===== src/rtl/ar429_pkg.sv =====
// Shared constants, state encoding and word-packing helpers for the ARINC-429 style transmitter.
// Optional feature macro used by the top: AR_TXD_PAR_ERR_EN (forced even parity for error-path tests).
package ar429_pkg;

  localparam int WORD_BITS  = 32;
  localparam int LABEL_BITS = 8;
  localparam int DATA_BITS  = 23;

  typedef enum logic [1:0] {
    IDLE = 2'd0,
    HIGH = 2'd1,
    LOW  = 2'd2,
    GAP  = 2'd3
  } txd_state_e;

  // Odd parity over label and data: the complete 32-bit word carries an odd number of ones.
  function automatic logic odd_par(input logic [LABEL_BITS-1:0] label,
                                   input logic [DATA_BITS-1:0]  data);
    return ~(^label ^ ^data);
  endfunction

  // Packs the word so that bit 31 goes out first: label MSB-first, data LSB-first, then parity.
  function automatic logic [WORD_BITS-1:0] pack_word(input logic [LABEL_BITS-1:0] label,
                                                     input logic [DATA_BITS-1:0]  data,
                                                     input logic                  par);
    logic [WORD_BITS-1:0] w;
    w[WORD_BITS-1 -: LABEL_BITS] = label;
    for (int i = 0; i < DATA_BITS; i++) begin
      w[WORD_BITS-1-LABEL_BITS-i] = data[i];
    end
    w[0] = par;
    return w;
  endfunction

endpackage


===== src/rtl/ar_bit_tick.sv =====
// Half-bit tick generator: counts 0..H-1 while enabled, pulses tick_o on the last count.
// A synchronous clear restarts the count from zero so every word starts phase-aligned.
module ar_bit_tick #(
  parameter int H = 250
) (
  input  logic clk,
  input  logic rst_n,
  input  logic clr_i,
  input  logic en_i,
  output logic tick_o
);

  localparam int            CW   = (H > 1) ? $clog2(H) : 1;
  localparam logic [CW-1:0] LAST = CW'(H - 1);

  logic [CW-1:0] cnt_q, cnt_d;

  always_comb begin
    cnt_d = cnt_q;
    if (clr_i) begin
      cnt_d = '0;
    end else if (en_i) begin
      cnt_d = (cnt_q == LAST) ? '0 : cnt_q + CW'(1);
    end
  end

  always_ff @(posedge clk or negedge rst_n) begin
    if (!rst_n) begin
      cnt_q <= '0;
    end else begin
      cnt_q <= cnt_d;
    end
  end

  assign tick_o = en_i && !clr_i && (cnt_q == LAST);

endmodule


===== src/rtl/ar_txd.sv =====
// ARINC-429 style word transmitter: 32 bipolar RZ bits on TXD1/TXD0, then an inter-word null gap.
// Define AR_TXD_PAR_ERR_EN to add the par_err input that inverts the parity bit of a word.
module ar_txd
  import ar429_pkg::*;
#(
  parameter int CLK_HZ   = 50_000_000,
  parameter int BIT_HZ   = 100_000,
  parameter int GAP_BITS = 4
) (
  input  logic                  clk,
  input  logic                  rst_n,
  input  logic [LABEL_BITS-1:0] in_adr,
  input  logic [DATA_BITS-1:0]  in_dat,
  input  logic                  st,
`ifdef AR_TXD_PAR_ERR_EN
  input  logic                  par_err,
`endif
  output logic                  TXD1,
  output logic                  TXD0,
  output logic                  rdy,
  output logic                  ce_end
);

  localparam int            H        = CLK_HZ / BIT_HZ / 2;
  localparam int            GW       = (2 * GAP_BITS > 1) ? $clog2(2 * GAP_BITS) : 1;
  localparam logic [GW-1:0] GAP_LAST = GW'(2 * GAP_BITS - 1);
  localparam logic [4:0]    IDX_LAST = 5'(WORD_BITS - 1);

  txd_state_e           state_q, state_d;
  logic [WORD_BITS-1:0] shift_q, shift_d;
  logic [4:0]           idx_q, idx_d;
  logic [GW-1:0]        gap_q, gap_d;
  logic                 txd1_q, txd1_d;
  logic                 txd0_q, txd0_d;
  logic                 accept;
  logic                 tick;
  logic                 par_bit;

`ifdef AR_TXD_PAR_ERR_EN
  assign par_bit = odd_par(in_adr, in_dat) ^ par_err;
`else
  assign par_bit = odd_par(in_adr, in_dat);
`endif

  ar_bit_tick #(
    .H(H)
  ) u_tick (
    .clk   (clk),
    .rst_n (rst_n),
    .clr_i (accept),
    .en_i  (state_q != IDLE),
    .tick_o(tick)
  );

  // Each bit is a HIGH half followed by a LOW half; the gap is counted in half-bit ticks.
  always_comb begin
    state_d = state_q;
    shift_d = shift_q;
    idx_d   = idx_q;
    gap_d   = gap_q;
    accept  = 1'b0;
    ce_end  = 1'b0;
    unique case (state_q)
      IDLE: begin
        if (st) begin
          accept  = 1'b1;
          shift_d = pack_word(in_adr, in_dat, par_bit);
          idx_d   = '0;
          gap_d   = '0;
          state_d = HIGH;
        end
      end
      HIGH: begin
        if (tick) begin
          state_d = LOW;
        end
      end
      LOW: begin
        if (tick) begin
          if (idx_q != IDX_LAST) begin
            idx_d   = idx_q + 5'd1;
            shift_d = {shift_q[WORD_BITS-2:0], 1'b0};
            state_d = HIGH;
          end else begin
            gap_d   = '0;
            state_d = GAP;
          end
        end
      end
      GAP: begin
        if (tick) begin
          if (gap_q == GAP_LAST) begin
            ce_end  = 1'b1;
            state_d = IDLE;
          end else begin
            gap_d = gap_q + GW'(1);
          end
        end
      end
      default: state_d = IDLE;
    endcase
  end

  // Lines are registered from the next state so they align exactly with the HIGH half-bits.
  always_comb begin
    txd1_d = (state_d == HIGH) &&  shift_d[WORD_BITS-1];
    txd0_d = (state_d == HIGH) && !shift_d[WORD_BITS-1];
  end

  always_ff @(posedge clk or negedge rst_n) begin
    if (!rst_n) begin
      state_q <= IDLE;
      shift_q <= '0;
      idx_q   <= '0;
      gap_q   <= '0;
      txd1_q  <= 1'b0;
      txd0_q  <= 1'b0;
    end else begin
      state_q <= state_d;
      shift_q <= shift_d;
      idx_q   <= idx_d;
      gap_q   <= gap_d;
      txd1_q  <= txd1_d;
      txd0_q  <= txd0_d;
    end
  end

  assign TXD1 = txd1_q;
  assign TXD0 = txd0_q;
  assign rdy  = (state_q == IDLE);

endmodule


===== config.mk =====
export PLATFORM = sky130hd
export DESIGN_NAME = ar_txd
export DESIGN_NICKNAME = d
export VERILOG_FILES = /design/src/rtl/ar429_pkg.sv /design/src/rtl/ar_bit_tick.sv /design/src/rtl/ar_txd.sv
export SDC_FILE = /design/constraint.sdc
export NUM_CORES = 1
export LEC_CHECK = 0
export CAP_MARGIN = 30
export CORE_MARGIN = 3
export CORE_UTILIZATION = 49
export CTS_CLUSTER_DIAMETER = 60
export DETAILED_ROUTE_END_ITERATION = 6
export GPL_ROUTABILITY_DRIVEN = 0
export PLACE_DENSITY = 0.84
export RECOVER_POWER = 50
export SLEW_MARGIN = 25
export SYNTH_ARGS = -nofsm -noshare
export SYNTH_HDL_FRONTEND = slang
export SYNTH_SLANG_ARGS = --single-unit

===== constraint.sdc =====
create_clock -name clk -period 1.9 [get_ports clk]
set_input_delay 0.38 -clock clk [delete_from_list [all_inputs] [get_ports clk]]
set_output_delay 0.38 -clock clk [all_outputs]
set_load 0.05 [all_outputs]

==> flow_metrics.py <==
metrics = {
    "final_layout": {
        "layout-drive-gt1-share_pct": 19.65,
        "final_cells": 416,
        "antenna_cells": 0,
        "areaGrowthSynthToFinish_pct": 33.36,
        "fin_util_pct": 68.80,
        "stdcell_area_mm2": 0.003581,
        "nNetsFinal": 385,
    },
    "hold_path": {
        "min_path_type": "input pin to asynchronous set/reset pin",
    },
    "sta": {
        "fin_skew_ns": 0.003445,
        "min_period_ns": 1.859,
        "tightest_slew_ns": 0.9236,
        "clock.fmax_mhz": 538.0,
        "timing.final.crit_share_pct": 97.84,
        "tns_ns": 0,
        "slew_headroom_pct": 38.43,
        "hold_viol_final": 0,
        "finalSetupViolations": 0,
        "grt_setup_unrepaired": "yes",
        "drv_slew": 0,
    },
    "synthesis": {
        "ys_ff_latch": 52,
        "syn_inst": 277,
        "synth_top_area_cell": "dfrtp_1",
        "async_flop_share_pct": 100.0,
        "ys_types": 35,
        "yosysTopAreaCellShare_pct": 48.46,
        "netlist_top_cells_area": "dfrtp_1 48%, nand2_1 11%, a22oi_1 8.4%",
        "synth_top_cells_by_count": "76 x nand2_1, 52 x dfrtp_1, 30 x a22oi_1",
        "yosysWarnings": 0,
        "synth_edf_count": 0,
        "synth_fp_nets": 317,
        "seq_area_frac_synth_pct": 48.46,
        "syn-cell-area_mm2": 0.002685,
        "avgSynthCellArea_um2": 9.693,
        "synthFlopType": "dfrtp_1",
        "yosysMostFrequentCell": "nand2_1",
    },
    "routing": {
        "drcViolationCount": 0,
        "wl_per_cell_um": 15.00,
        "num_vias": 2253,
        "wirelength_um": 6240,
        "via_per_inst": 5.416,
        "drt_first_pass_iters": 4,
        "drt_iter0_markers": 146,
        "ant_nets": 0,
    },
    "floorplan": {
        "core_area_mm2": 0.005205,
        "initial_utilization_pct": 51.59,
        "ios": 38,
        "die_h_um": 80.03,
        "die_area_mm2": 0.006404,
        "core.rowCount": 26,
        "die_w_um": 80.03,
    },
    "global_routing": {
        "grt_pass1_wl_um": 10250,
        "grt_use_total_pct": 20.40,
        "grt_max_degree": 36,
        "grt_pass1_vias": 2242,
        "overflow": 0,
        "antenna_found_initial": 0,
    },
    "power": {
        "vdd.ir_drop.worst_mv": 0.4889,
        "power.leakage_nw": 1.717,
        "p_int_mw": 1.703,
        "p_sw_share_pct": 21.85,
        "power_mw": 2.180,
        "powerDensity_mw_per_mm2": 608.7,
        "comb_power_share_pct": 15.0,
        "p_seq_share_pct": 50.7,
        "switchingPower_uw": 476.2,
        "clkPwrFrac_pct": 34.3,
    },
    "placed_design": {
        "place_area_mm2": 0.003358,
        "io_buffers": 37,
        "dp_hpwl_um": 4211,
        "dp_cells": 401,
    },
    "critical_path": {
        "critPathLaunchType": "flip-flop",
        "arrival_ns": 2.11,
        "crit_type": "flip-flop to flip-flop",
        "cp_max_fo": 4,
        "cp_data_required_time_ns": 2.15,
        "cp-end-kind": "flip-flop",
    },
    "clock_tree": {
        "cts_tree": "built",
        "cts_max_level": 2,
        "cts.sinks": 52,
        "clkTransAtPathRegs_ns": 0.09,
        "clk_latency_ns": 0.30,
        "cts_root_buffer": "clkbuf_8",
        "cts_buffers": 5,
        "cts_buffer_depth": 2,
    },
    "run": {
        "drv_cap": 0,
    },
    "status": {
        "status": "finished, final reports clean",
    },
}
## registers in the layout, summed over array words and instances (netlist names)
register / count
shift_q: 32
u_tick.cnt_q: 8
idx_q: 5
gap_q: 3
state_q: 2
TXD0: 1
TXD1: 1
## power by group through the flow
stage | logic [mW] | registers [mW] | clock network (mW)
finish | 0.326 | 1.11 | 0.748
floorplan | 0.177 | 1.13 | 0
global placement | 0.324 | 1.13 | 0
detailed placement | 0.327 | 1.13 | 0
global route | 0.340 | 1.11 | 0.808
CTS | 0.331 | 1.11 | 0.764
## worst paths after layout
kind | start | slack [ns] | cells past startpoint | to
setup reg to reg | idx_q[0]$_DFFE_PN0P_ | 0.04 | 9 | TXD1$_DFF_PN0_
min in group clk | shift_q[10]$_DFFE_PN0P_ | 0.48 | 2 | shift_q[10]$_DFFE_PN0P_
hold reg to reg | shift_q[10]$_DFFE_PN0P_ | 0.48 | 2 | shift_q[10]$_DFFE_PN0P_
setup / recovery | idx_q[0]$_DFFE_PN0P_ | 0.04 | 9 | TXD1$_DFF_PN0_
hold / removal | rst_n | 0.18 | 1 | shift_q[3]$_DFFE_PN0P_
max in group asynchronous | rst_n | 0.35 | 2 | shift_q[20]$_DFFE_PN0P_
## cell usage in the layout, fill, tap and decap left out, drive strengths merged, types with 2 or more instances in the layout
master	count
xnor3	4
ha	6
and4	2
xor2	4
clkbuf	8
nand3b	2
dfrtp	52
a22oi	30
clkdlybuf4s50	34
nand2b	3
o21ai	17
a21oi	4
nand2	76
nor2	12
a21o	2
nand4	2
buf	40
nand3	6
nor3	3
and3	4
xnor2	22
## kinds of logic (layout without fill, tap and decap cells)
| kind of cell | after synthesis | after routing | synth area share, % |
|---|---|---|---|
| XOR/XNOR | 30 | 30 | 12.67 |
| AO/OA/AOI/OAI | 58 | 58 | 14.31 |
| flip-flops | 52 | 52 | 48.46 |
| multiplexers | 1 | 1 | 0.4194 |
| adder cells (fa/ha/maj) | 6 | 6 | 2.796 |
| AND/OR/NAND/NOR | 114 | 114 | 18.50 |
| buffers and inverters | 16 | 85 | 2.842 |
## critical path: stages (launching register included)
cell     delay (ns)
dfrtp_1        0.39
ha_2           0.19
and3_4         0.18
ha_4           0.16
nor2_4         0.09
and4_4         0.28
buf_4          0.13
a22o_2         0.12
a21o_1         0.13
o21a_1         0.13
## metrics by stage
stage	hold slack (ns)	worst slack (ns)
after CTS	0.009714	-0.007658
after detailed placement	0.3389	-0.2102
final	0.1787	0.04112
after floorplan	0.08441	0.05540
after global placement	0.3357	-0.1855
after global routing	0.2588	-0.03543
## area by class of cell
| cell class | count | area, um2 |
|---|---|---|
| repair buffers | 76 | 690.7 |
| well taps | 70 | 87.58 |
| flip-flops and latches | 52 | 1303 |
| clock inverters | 2 | 35.03 |
| inverters | 1 | 3.754 |
| fillers | 381 | 1624 |
| multi-input cells | 209 | 1389 |
| clock buffers | 6 | 72.57 |
## per-layer routing
layer  up-vias  part of all wire (%)  track usage, %
met5         -                     0               0
met4         0                   2.0           7.095
met3        12                   4.5           3.950
met2        58                    50           33.61
met1      1096                    43           26.79
li1       1087                     -               -
## what timing repair did
action | in CTS | in global routing
hold buffers | 0 | 0
resized for setup | 14 | 5
buffers inserted | 2 | 5
gates cloned | 0 | 0
setup endpoints to repair | 39 | 27
pin swaps | 7 | 6
No activity file was read; power rests on OpenSTA's default activity.
